==> config.mk <==
export PLATFORM = sky130hd
export DESIGN_NAME = ml_stage4_accum
export DESIGN_NICKNAME = d
export VERILOG_FILES = /design/src/rtl/ml_stage4_pkg.sv /design/src/rtl/ml_sat_add.sv /design/src/rtl/ml_stage4_accum.sv
export SDC_FILE = /design/constraint.sdc
export NUM_CORES = 1
export LEC_CHECK = 0
export CORE_AREA = 2 2 214 216
export DETAILED_ROUTE_END_ITERATION = 12
export DIE_AREA = 0 0 216 218
export PLACE_DENSITY = 0.71
export SLEW_MARGIN = 20
export SYNTH_ARGS = -nofsm -noshare
export SYNTH_HDL_FRONTEND = slang
export SYNTH_SLANG_ARGS = --single-unit
==> constraint.sdc <==
create_clock -name s00_axi_aclk -period 11.8 [get_ports s00_axi_aclk]
set_input_delay 2.36 -clock s00_axi_aclk [delete_from_list [all_inputs] [get_ports s00_axi_aclk]]
set_output_delay 2.36 -clock s00_axi_aclk [all_outputs]
set_load 0.01 [all_outputs]
==> src/rtl/ml_stage4_pkg.sv <==
// ============================================================================
// Module   : ml_stage4_pkg
// Brief    : Shared constants and state encoding for the stage-4 accumulator.
// Revision : 1.0 - initial release
// ============================================================================
`default_nettype none

package ml_stage4_pkg;

    localparam int LANES  = 10;
    localparam int LANE_W = 14;
    localparam int IDX_W  = 4;

    localparam logic [1:0] ST_ACCUM = 2'd0;
    localparam logic [1:0] ST_SCAN  = 2'd1;
    localparam logic [1:0] ST_DONE  = 2'd2;

endpackage

`default_nettype wire

==> src/rtl/ml_sat_add.sv <==
// ============================================================================
// Module   : ml_sat_add
// Brief    : Unsigned saturating adder, ACC_W accumulator plus LANE_W lane.
// Revision : 1.0 - initial release
// ============================================================================
`default_nettype none

module ml_sat_add #(
    parameter int ACC_W  = 18,
    parameter int LANE_W = 14
) (
    input  logic [ACC_W-1:0]  i_acc,
    input  logic [LANE_W-1:0] i_lane,
    output logic [ACC_W-1:0]  o_sum
);

    logic [ACC_W:0] w_sum;

    // One extra bit: the carry-out alone decides saturation.
    assign w_sum = {1'b0, i_acc} + {{(ACC_W + 1 - LANE_W){1'b0}}, i_lane};
    assign o_sum = w_sum[ACC_W] ? {ACC_W{1'b1}} : w_sum[ACC_W-1:0];

endmodule

`default_nettype wire

==> src/rtl/ml_stage4_accum.sv <==
// ============================================================================
// Module   : ml_stage4_accum
// Brief    : Per-lane saturating accumulation over FRAMES vectors, serial
//            argmax scan, and valid/ready result presentation.
// Revision : 1.0 - initial release
// ============================================================================
`default_nettype none

module ml_stage4_accum #(
    parameter int LANES  = ml_stage4_pkg::LANES,
    parameter int LANE_W = ml_stage4_pkg::LANE_W,
    parameter int ACC_W  = 18,
    parameter int FRAMES = 4
) (
    input  logic                      s00_axi_aclk,
    input  logic                      s00_axi_aresetn,
    input  logic [LANES*LANE_W-1:0]   in_data,
    input  logic                      in_valid,
    output logic                      in_ready,
    output logic [LANES*ACC_W-1:0]    out_sum,
    output logic [ACC_W-1:0]          out_max,
    output logic [ml_stage4_pkg::IDX_W-1:0] out_idx,
    output logic                      out_valid,
    input  logic                      out_ready
);

    import ml_stage4_pkg::*;

    localparam logic [3:0]       c_last_frame = 4'(FRAMES - 1);
    localparam logic [IDX_W-1:0] c_last_lane  = IDX_W'(LANES - 1);
    localparam logic [IDX_W-1:0] c_commit     = IDX_W'(LANES);

    logic [1:0]                   r_state;
    logic [LANES-1:0][ACC_W-1:0]  r_acc;
    logic [LANES-1:0][ACC_W-1:0]  w_acc_next;
    logic [3:0]                   r_frame_cnt;
    logic [IDX_W-1:0]             r_scan_idx;
    logic [IDX_W-1:0]             r_best_idx;
    logic [ACC_W-1:0]             r_best;
    logic [ACC_W-1:0]             w_scan_val;
    logic                         w_accept;
    logic                         w_take;

    assign in_ready  = (r_state == ST_ACCUM);
    assign out_valid = (r_state == ST_DONE);
    assign w_accept  = in_ready & in_valid;
    assign out_sum   = r_acc;

    assign w_scan_val = (r_scan_idx <= c_last_lane) ? r_acc[r_scan_idx] : '0;
    // Strictly-greater replacement keeps the lowest index on ties.
    assign w_take     = (r_scan_idx == '0) || (w_scan_val > r_best);

    genvar k;
    generate
        for (k = 0; k < LANES; k++) begin : g_lane
            ml_sat_add #(
                .ACC_W  (ACC_W),
                .LANE_W (LANE_W)
            ) u_add (
                .i_acc  (r_acc[k]),
                .i_lane (in_data[k*LANE_W +: LANE_W]),
                .o_sum  (w_acc_next[k])
            );
        end
    endgenerate

    always_ff @(posedge s00_axi_aclk) begin
        if (!s00_axi_aresetn) begin
            r_state     <= ST_ACCUM;
            r_acc       <= '0;
            r_frame_cnt <= '0;
            r_scan_idx  <= '0;
            r_best      <= '0;
            r_best_idx  <= '0;
            out_max     <= '0;
            out_idx     <= '0;
        end else begin
            case (r_state)
                ST_ACCUM: begin
                    if (w_accept) begin
                        r_acc <= w_acc_next;
                        if (r_frame_cnt == c_last_frame) begin
                            r_frame_cnt <= '0;
                            r_state     <= ST_SCAN;
                        end else begin
                            r_frame_cnt <= r_frame_cnt + 4'd1;
                        end
                    end
                end
                ST_SCAN: begin
                    // One cycle per lane, then a commit cycle that registers the result.
                    if (r_scan_idx == c_commit) begin
                        out_max <= r_best;
                        out_idx <= r_best_idx;
                        r_state <= ST_DONE;
                    end else begin
                        if (w_take) begin
                            r_best     <= w_scan_val;
                            r_best_idx <= r_scan_idx;
                        end
                        r_scan_idx <= r_scan_idx + 1'b1;
                    end
                end
                ST_DONE: begin
                    if (out_ready) begin
                        r_acc      <= '0;
                        r_best     <= '0;
                        r_best_idx <= '0;
                        r_scan_idx <= '0;
                        r_state    <= ST_ACCUM;
                    end
                end
                default: begin
                    r_state <= ST_ACCUM;
                end
            endcase
        end
    end

endmodule

`default_nettype wire

Word level (Yosys, flattened, before mapping)

Cells that the tools add are included.
W data, S select, Z words.

Memories kept: 0
RAM bits: 0
Bits in latches: 0
Word-level logic and storage cells: 86
Memory bits (read-only): 0
Register bits after elaboration: 234

Magnitude comparators: 3
Equal/unequal tests: 10
$add $sub $neg: 12
Reduce and logical (&&, ||, !) cells: 11
Shifts and indexed selects: 0
Bitwise gates (word level): 1
Muxes and demuxes: 32
Divide/modulo/power cells: 0
Multipliers: 0

Operators with widths:

| operator              | number |
|---|---|
| $mux W180             | 2 |
| $pmux W180 S2         | 1 |
| $mux W18              | 15 |
| $add A18 B14 Y19      | 10 |
| $bmux W18 S4          | 1 |
| $pmux W18 S2          | 1 |
| $mux W4               | 5 |
| $gt A18 B18 Y1        | 1 |
| $pmux W4 S2           | 2 |
| $add A4 B1 Y4 const B | 2 |
| $mux W2               | 4 |
| $reduce_and A4 Y1     | 2 |
| $ne A2 B1 Y1 const B  | 3 |
| $ne A2 B2 Y1 const B  | 3 |
| $pmux W2 S3           | 1 |
| $reduce_and A3 Y1     | 2 |
| $lt A4 B5 Y1 const B  | 1 |
| $eq A4 B2 Y1 const B  | 1 |
| $eq A4 B4 Y1 const B  | 1 |
| $le A4 B4 Y1 const B  | 1 |
| $logic_not A4 Y1      | 1 |
| $reduce_and A2 Y1     | 2 |
| $reduce_bool A2 Y1    | 2 |
| $eq A2 B1 Y1 const B  | 1 |
| other kinds (4)       | 4 |

Depth between registers and ports, before layout

Gate-level depths: netlist of run 1.

Depth after elaboration: 8
Mapped depth: 19

Modules after synthesis

From an unflattened synthesis of run 1, not the netlist that was laid out.

Cell total of the unflattened synthesis: 2,228
Area total of the unflattened synthesis: 19,048.3 µm²

Modules (own cells, without submodules):

| module                            | area an instance (µm²) | instances | cells an instance |
|---|---|---|---|
| ml_stage4_accum                   | 10,437.5               | 1         | 1,034 |
| ml_sat_add at g_lane[0].u_add ... | 877.1                  | 8         | 123 |
| ml_sat_add at g_lane[8].u_add ... | 797.0                  | 2         | 105 |

Worst setup path after synthesis of run 1

OpenSTA, ideal clock, no wires.

Path type: input to register
Start point: input in_data[56]
End point: register r_acc (netlist bit out_sum[88])
Data arrival time: 4.415 ns
Stages: 10
Setup slack: 7.269 ns
Buffers on the path: 0
Library setup time: 0.117 ns
Path through: ha_1 inv_1 fa_1 nor2b_1 o21a_1 a311oi_2 o31ai_1 o31ai_1 o31a_1 o22a_1

Word-level cells in the longest chain between the ends: 4

RTL lines:

| item                 | line                  | RTL |
|---|---|---|
| from (decl)          | ml_stage4_accum.sv:17 | `input logic [LANES*LANE_W-1:0] in_data,` |
| $add A18 B14 Y19     | ml_sat_add.sv:20      | `assign w_sum = {1'b0, i_acc} + {{(ACC_W + 1 - LANE_W){1'b0}}, i_lane};` |
| $mux W18             | ml_sat_add.sv:21      | `assign o_sum = w_sum[ACC_W] ? {ACC_W{1'b1}} : w_sum[ACC_W-1:0];` |
| $mux W180            | ml_stage4_accum.sv:80 | `if (w_accept) begin` |
| $pmux W180 S2        | ml_stage4_accum.sv:78 | `case (r_state)` |
| to (signal assigned) | ml_stage4_accum.sv:81 | `r_acc <= w_acc_next;` |
| to (decl)            | ml_stage4_accum.sv:34 | `logic [LANES-1:0][ACC_W-1:0] r_acc;` |

Every way passes these cells. The select of a mux whose other input is x is not followed.
A chain may end at the register's enable or synchronous reset.

Final worst setup path of run 1

Start point: input in_valid
End point: register r_acc (netlist bit out_sum[122])

Word-level cells in the longest chain between the ends: 3

RTL lines:

| item                        | line                  | RTL |
|---|---|---|
| from (decl)                 | ml_stage4_accum.sv:18 | `input logic in_valid,` |
| $and A1 B1 Y1               | ml_stage4_accum.sv:46 | `assign w_accept = in_ready & in_valid;` |
| $ne A2 B1 Y1 (no line)      | n/a                   |  |
| $reduce_and A3 Y1 (no line) | n/a                   |  |

Every way passes these cells.

==> results of run 1 <==
[worst min path at each step]
stage | end | start | cells past startpoint
after CTS | out_max[10]$_SDFFE_PN0P_ | out_max[10]$_SDFFE_PN0P_ | 2
after global placement | out_max[6]$_SDFFE_PN0P_ | out_max[6]$_SDFFE_PN0P_ | 2
after floorplan | out_idx[0]$_SDFFE_PN0P_ | r_best_idx[0]$_SDFFE_PN0P_ | 2
after detailed placement | out_max[10]$_SDFFE_PN0P_ | out_max[10]$_SDFFE_PN0P_ | 2
final | out_max[10]$_SDFFE_PN0P_ | out_max[10]$_SDFFE_PN0P_ | 2
after global routing | out_max[13]$_SDFFE_PN0P_ | out_max[13]$_SDFFE_PN0P_ | 2
[worst register-to-register path, stage by stage, from the launching register on]
cell and delay, ns:
dfxtp_4 0.62, buf_4 0.74, mux4_2 0.65, mux2i_1 0.47, o22ai_1 0.23, ha_1 0.35, nand4_1 0.14, nor3_1 0.43
a21oi_1 0.13, o211ai_1 0.11, a211oi_1 0.10, a311o_1 0.41, buf_4 0.28, mux2i_1 0.17
[sequential cells by signal, summed over array words and instances, names as in the netlist]
register and count:
r_best 18, r_state 2, out_sum 180, r_best_idx 4, r_scan_idx 4, r_frame_cnt 4, out_max 18, out_idx 4
[routing by layer]
layer	wire (um)	GRT usage, %	vias to the layer above
li1	-	-	8619
met1	27400	33.8	8605
met2	30600	44.7	706
met3	5120	5.65	140
met4	2800	10.6	0
met5	0	0	-
[cell families after synthesis]
group           after synthesis
compound gates              738
xor+xnor                     92
fa+ha+maj                   173
buf+inv                     184
flops                       234
mux                         102
simple gates                657
[cells in the mapped netlist (46+ instances only)]
| cell | number | share of area, % |
|---|---|---|
| o21a_1 | 46 | 2.0 |
| o21ai_0 | 193 | 5.5 |
| nand2_1 | 323 | 6.9 |
| xnor2_1 | 63 | 3.1 |
| a21oi_1 | 180 | 5.1 |
| dfxtp_1 | 234 | 27 |
| nor2_1 | 122 | 2.6 |
| inv_1 | 82 | 1.7 |
| clkbuf_1 | 79 | 1.7 |
| a21o_1 | 77 | 3.3 |
| mux2i_1 | 66 | 3.7 |
| ha_1 | 163 | 12 |
[layout make-up]
class                      instances  share of cell area, %
sequential                       234                   20.6
inverter                          83                   1.37
clock inverter                    15                   1.17
timing repair buffer             366                   15.9
tap                              600                   3.30
clock buffer                      36                   3.49
multi-input combinational       1762                   54.1
[power groups by stage]
stage               sequential, mW  clock, mW  combinational (mW)
detailed placement            1.01          0                1.08
finish                       0.998      0.992                1.10
floorplan                    0.977          0               0.681
CTS                          0.995       1.00                1.09
global route                  1.00       1.03                1.20
global placement              1.01          0                1.06
[per-stage QoR]
step                total power [mW]  cell area [um2]  hold slack, ns  util, %  instances
finish                          3.09            22700           0.452     50.6       3096
global route                    3.24            22700           0.477     50.6       3096
CTS                             3.09            22700           0.456     50.6       3095
detailed placement              2.10            21600           0.448     48.2       3044
global placement                2.08            21600           0.445     48.2       3044
floorplan                       1.66            17700           0.432        -       2180
==> summary.md, run 1 <==
| Metric | Value |
|---|---|
| Worst slew pin tran | `1.01 ns` |
| CP peak stage delay | `between 0.6 and 0.7 ns` |
| Setup WS pre-CTS | `between 6 and 7 ns` |
| Top_reg_cell synth | `dfxtp_1` |
| Initial Util | `39.3%` |
| GRT overflow | `0` |
| Vias | `18070` |
| Setup TNS | `0 ns` |
| Final WS setup | `6.76 ns` |
| Critical path required time | `roughly 12 ns` |
| Most frequent cells in the layout | `346 x clkdlybuf4s50_1, 322 x nand2_1, 232 x dfxtp_1` |
| DIE HEIGHT | `roughly 220 um` |
| 1st-iter DRT viols | `1515` |
| Synth unique cells | `82` |
| Final Max Tran Viols | `0` |
| Drt total wl | `65.9 mm` |
| Clock Pin Slew Worst Setup and Hold Paths | `0.06 ns` |
| CP Max Fanout | `49` |
| Multiplexer share of the synthesized area | `about 8.3%` |
| Crit path to | `out_sum[122]$_SDFFE_PN0P_` |
| DIE AREA | `roughly 47000 um2` |
| Fin crit share | `42.7%` |
| Post-synth EDFFs | `0` |
| Syn Nets | `roughly 2500` |
| Multi-input gate area | `12300 um2` |
| Sequential area share after synthesis | `26.5%` |
| Final Hold Fails | `0` |
| NetSw | `roughly 1.1 mW` |
| Internal power | `between 2 and 2.5 mW` |
| Global-route wire length before repair | `around 99 mm` |
| Status | `finished clean` |
| Simple logic cell fraction of the synthesized area | `about 17%` |
| Slowest cell on the critical path | `nand2_2` |
| Post-CTS setup repair buffer count | `0` |
| WP data arrival | `5.51 ns` |
| Initial DRT Pass Iterations | `5` |
| I/O Buffers | `between 300 and 400` |
| VDD IR max | `around 0.12 mV` |
| Synth Area in Compound Gates | `27.1%` |
| Drc violations | `0` |
| Warning count from the yosys run | `0` |
| Vias in the first global route | `17252` |
| Area of all sequential standard cells | `4690 um2` |
| Layout area overhead | `28.7%` |
| Worst Hold Class | `register to register` |
| Hold buffer count at cts | `0` |
| Layout cell share with drive strength beyond 1 | `around 5.4%` |
| Worst R2R Setup Slack | `6.87 ns` |
| # clock sinks | `around 230` |
| Post-Syn Area | `17700 um2` |
| Reg-to-Reg End | `r_best[6]$_SDFFE_PN0P_` |
| CP Cell Sequence | `clkdlybuf4s50_1 > and2_2 > buf_4 > nand2_2 > buf_4 > nand2_1 > o211ai_1 > a211oi_1` |
| Main combinational cell family by area after synthesis | `compound AO/OA/AOI/OAI gates` |
| CP startpoint | `in_valid` |
| WP depth | `8` |
| Async SR Flop Fraction | `0%` |
| CP Class | `input port to register` |
| I/O pins | `348` |
| Leakage | `9.30 nW` |
| Final setup fails | `0` |
| Diode count | `0` |
| Die X | `216 um` |
| Final Wtd Congestion | `between 0.9 and 1` |
| Clock buffer depth | `3` |
| Core ar. | `44900 um2` |
| H-tree depth | `1` |
| RSZ-0062 raised after global routing | `no` |
| Routed len/inst | `21.3 um` |
| Avg Inst Size Synth | `8.10 um2` |
| Worst skew pair latency | `0.56 ns` |
| FP Rows | `78` |
| Synth Area in XOR/XNOR | `4.57%` |
| Count of state elements after synthesis | `between 200 and 250` |
| P per Cell Area | `136 nW/um2` |
| Worst Path Buf+Inv | `3` |
| Synth Instances | `2180` |
| TritonCTS Buffers | `28` |
| HPWL after DPL | `50.7 mm` |
| Logic pwr share | `a little over a third` |
| GR Util All Layers | `26.8%` |
| Fin crit period | `5.04 ns` |
| Fmax | `between 0.15 and 0.2 GHz` |
| Pin count of the biggest net entering global routing | `64` |
| DRT antenna net count | `0` |
| Delay-heaviest family, CP | `buffers and inverters` |
| CTS root buf | `clkbuf_16` |
| Crit path launch type | `input port` |
| Sw frac | `34.7%` |
| Worst Setup End Kind | `register` |
| Clk_skew | `0.0279 ns` |
| Sequential share of power | `32.3%` |
| CTS tree | `done` |
| Worst R2R Path Depth | `13` |
| Adder-cell share of the synthesized area | `12.7%` |
| Post-CTS Resized | `0` |
| Leading cell type in the layout, fill and taps excluded | `clkdlybuf4s50_1` |
| Vias/cell | `5.84` |
| Clk pwr share | `32.1%` |
| Max_slew headroom | `32.9%` |
| FILL cells | `around 4300` |
| Initial antenna violation count | `0` |
| Reg2reg start | `r_scan_idx[0]$_SDFFE_PN0P_` |
| Final net count | `2792` |
| Crit path top cell by count | `buf_4` |
| MaxCap Viol Count | `0` |
No activity file was read; power rests on OpenSTA's default activity.
==> run 2, diff against run 1 <==
--- a/config.mk
+++ b/config.mk
@@ -8,7 +8,7 @@
 export CORE_AREA = 2 2 214 216
 export DETAILED_ROUTE_END_ITERATION = 12
 export DIE_AREA = 0 0 216 218
-export PLACE_DENSITY = 0.71
+export PLACE_DENSITY = 0.73
 export SLEW_MARGIN = 20
 export SYNTH_ARGS = -nofsm -noshare
 export SYNTH_HDL_FRONTEND = slang
==> constraint.sdc (replaced) <==
create_clock -name s00_axi_aclk -period 4.63 [get_ports s00_axi_aclk]
set_input_delay 0.926 -clock s00_axi_aclk [delete_from_list [all_inputs] [get_ports s00_axi_aclk]]
set_output_delay 0.926 -clock s00_axi_aclk [all_outputs]
set_load 0.01 [all_outputs]
==> run 2 against run 1 <==
  * Wire length rose by 1.2%
  * Clock-buffer cell count fell by 3
  * Sequential cell count did not move
  * Cell count rose by 0.45%
  * Clock skew fell by 0.018 ns
  * Die area did not move
  * Register-to-register slack got worse by 6.2 ns
  * Final area rose by 0.63%
  * Worst setup slack got worse by 6.1 ns
  * Critical endpoint is now r_best[5]$_SDFFE_PN0P_
  * Highest routed layer unchanged
==> summary.md, run 2 (synthesized netlist as in run 1, its figures left out) <==
| Metric | Value |
|---|---|
| Status | `finished clean` |
| 1st-iter DRT viols | `1634 (+7.9%)` |
| Final WS setup | `0.684 ns (-6.08 ns)` |
| CP peak stage delay | `0.58 ns (-0.10 ns)` |
| Worst Hold Class | `register to register` |
| Post-CTS Resized | `0 (unchanged)` |
| Initial antenna violation count | `0 (unchanged)` |
| Layout cell share with drive strength beyond 1 | `5.94% (+0.57 points)` |
| CP Max Fanout | `23 (-53%)` |
| Global-route wire length before repair | `102 mm (+2.7%)` |
| Worst slew pin tran | `1.05 ns (+0.0403 ns)` |
| Post-CTS setup repair buffer count | `0 (unchanged)` |
| Worst R2R Setup Slack | `0.68 ns (-6.19 ns)` |
| Routed len/inst | `21.5 um (+0.77%)` |
| Clk_skew | `0.0102 ns (-0.0177 ns)` |
| I/O Buffers | `347 (unchanged)` |
| Final Hold Fails | `0 (unchanged)` |
| Setup WS pre-CTS | `0.469 ns (-5.78 ns)` |
| Leakage | `9.37 nW (+0.84%)` |
| DIE AREA | `47100 um2 (unchanged)` |
| TritonCTS Buffers | `28 (unchanged)` |
| Vias in the first global route | `17562 (+1.8%)` |
| Power consumption | `7.88 mW (+160%)` |
| Clock buffer depth | `3 (unchanged)` |
| MaxCap Viol Count | `0 (unchanged)` |
| HPWL after DPL | `51.6 mm (+1.8%)` |
| # clock sinks | `234 (unchanged)` |
| RSZ-0062 raised after global routing | `no` |
| Diode count | `0 (unchanged)` |
| Fin crit share | `around 85%` |
| Hold buffer count at cts | `0 (unchanged)` |
| Vias | `18206 (+0.75%)` |
| Slowest cell on the critical path | `dfxtp_4` |
| Final setup fails | `0 (unchanged)` |
| Initial DRT Pass Iterations | `6 (+1)` |
| Crit path launch type | `register` |
| CTS tree | `done` |
| WP data arrival | `4.42 ns (-1.09 ns)` |
| FP Rows | `78 (unchanged)` |
| Vias/cell | `5.85 (+0.30%)` |
| Pin count of the biggest net entering global routing | `67 (+4.7%)` |
| Final net count | `2805 (+0.47%)` |
| I/O pins | `348 (unchanged)` |
| Fin crit period | `3.95 ns` |
| Post-layout util | `50.9% (+0.32 points)` |
| Placed Area | `21800 um2 (+0.75%)` |
| DRT antenna net count | `0 (unchanged)` |
| Initial Util | `39.3% (unchanged)` |
| Drc violations | `0 (unchanged)` |
| Worst skew pair latency | `0.55 ns (about the same)` |
| Clock Pin Slew Worst Setup and Hold Paths | `0.06 ns (about the same)` |
| Most frequent cells in the layout | `346 x clkdlybuf4s50_1, 322 x nand2_1, 232 x dfxtp_1` |
| DIE HEIGHT | `218 um (unchanged)` |
| Core ar. | `44900 um2 (unchanged)` |
| Critical path required time | `5.11 ns (-7.17 ns)` |
| CTS root buf | `clkbuf_16` |
| P per Cell Area | `345 nW/um2 (+150%)` |
| Leading cell type in the layout, fill and taps excluded | `clkdlybuf4s50_1` |
| VDD IR max | `0.227 mV (+88%)` |
| CP Class | `register to register` |
| Final Wtd Congestion | `0.934 (-0.49%)` |
| H-tree depth | `1 (unchanged)` |
| Fmax | `0.253 GHz` |
| Setup TNS | `0 ns (unchanged)` |
| Drt total wl | `66.7 mm (+1.2%)` |
| Max_slew headroom | `30.2% (-2.7 points)` |
| Layout area overhead | `29.5%` |
| Final instance area | `22900 um2 (+0.63%)` |
| Largest register FFs | `180 (unchanged)` |
| FILL cells | `4216 (-1.1%)` |
| GR Util All Layers | `27.4% (+0.58 points)` |
| Final Max Tran Viols | `0 (unchanged)` |
| GRT overflow | `0 (unchanged)` |
| CP Cell Sequence | `buf_12 > buf_4 > ha_1 > o211ai_1 > buf_4 > o22ai_1 > ha_1 > a21oi_1 > nor2b_1 > o21ai_0 > nand4b_1 > a211oi_1 > a311o_1 > buf_4 > mux2i_1` |
| Worst Setup End Kind | `register` |
| Crit path top cell by count | `buf_4` |
| Die X | `216 um (unchanged)` |
[run 2: through the flow]
stage	hold slack, ns	instances
after floorplan	0.432	2180
after global placement	0.450	3058
after detailed placement	0.452	3058
after CTS	0.460	3110
after global routing	0.476	3110
final	0.459	3110
[run 2: cell type report]
cell class,count,area (um2),area share (%)
Tap cell,600,751,3.28
Sequential cell,234,4690,20.5
Clock inverter,19,292,1.28
Multi-Input combinational cell,1762,12300,53.7
Timing Repair Buffer,379,3770,16.5
Inverter,83,312,1.36
Clock buffer,33,771,3.37
[run 2: routing by layer]
metal  GRT usage (%)  share of wire (%)  vias to the layer above  routed length [um]
met4            11.0                4.2                        0                2790
met5               0                  0                        -                   0
met2            45.8                 47                      726               31200
met1            35.0                 42                     8696               28000
met3            4.78                7.0                      142                4690
li1                -                  -                     8642                   -
[run 2: path summary, 6_finish.rpt]
path | start | endpoint | cells past startpoint
hold reg to reg | out_max[13]$_SDFFE_PN0P_ | out_max[13]$_SDFFE_PN0P_ | 2
setup reg to reg | r_scan_idx[0]$_SDFFE_PN0P_ | r_best[5]$_SDFFE_PN0P_ | 15
setup / recovery | r_scan_idx[0]$_SDFFE_PN0P_ | r_best[5]$_SDFFE_PN0P_ | 15
hold / removal | out_max[13]$_SDFFE_PN0P_ | out_max[13]$_SDFFE_PN0P_ | 2
[run 2: report_power, final]
group	total [mW]	switching [mW]	internal, mW
Sequential	2.54	0.341	2.20
Clock	2.53	0.947	1.58
Combinational	2.81	1.46	1.34
Total	7.88	2.75	5.13
[run 2: critical path: cells and delay by family (launching register included)]
kind,cells,cell delay [ns]
compound gates,6,1.18
fa+ha+maj,2,0.53
buf+inv,4,1.18
flops,1,0.58
mux,1,0.22
simple gates,2,0.19
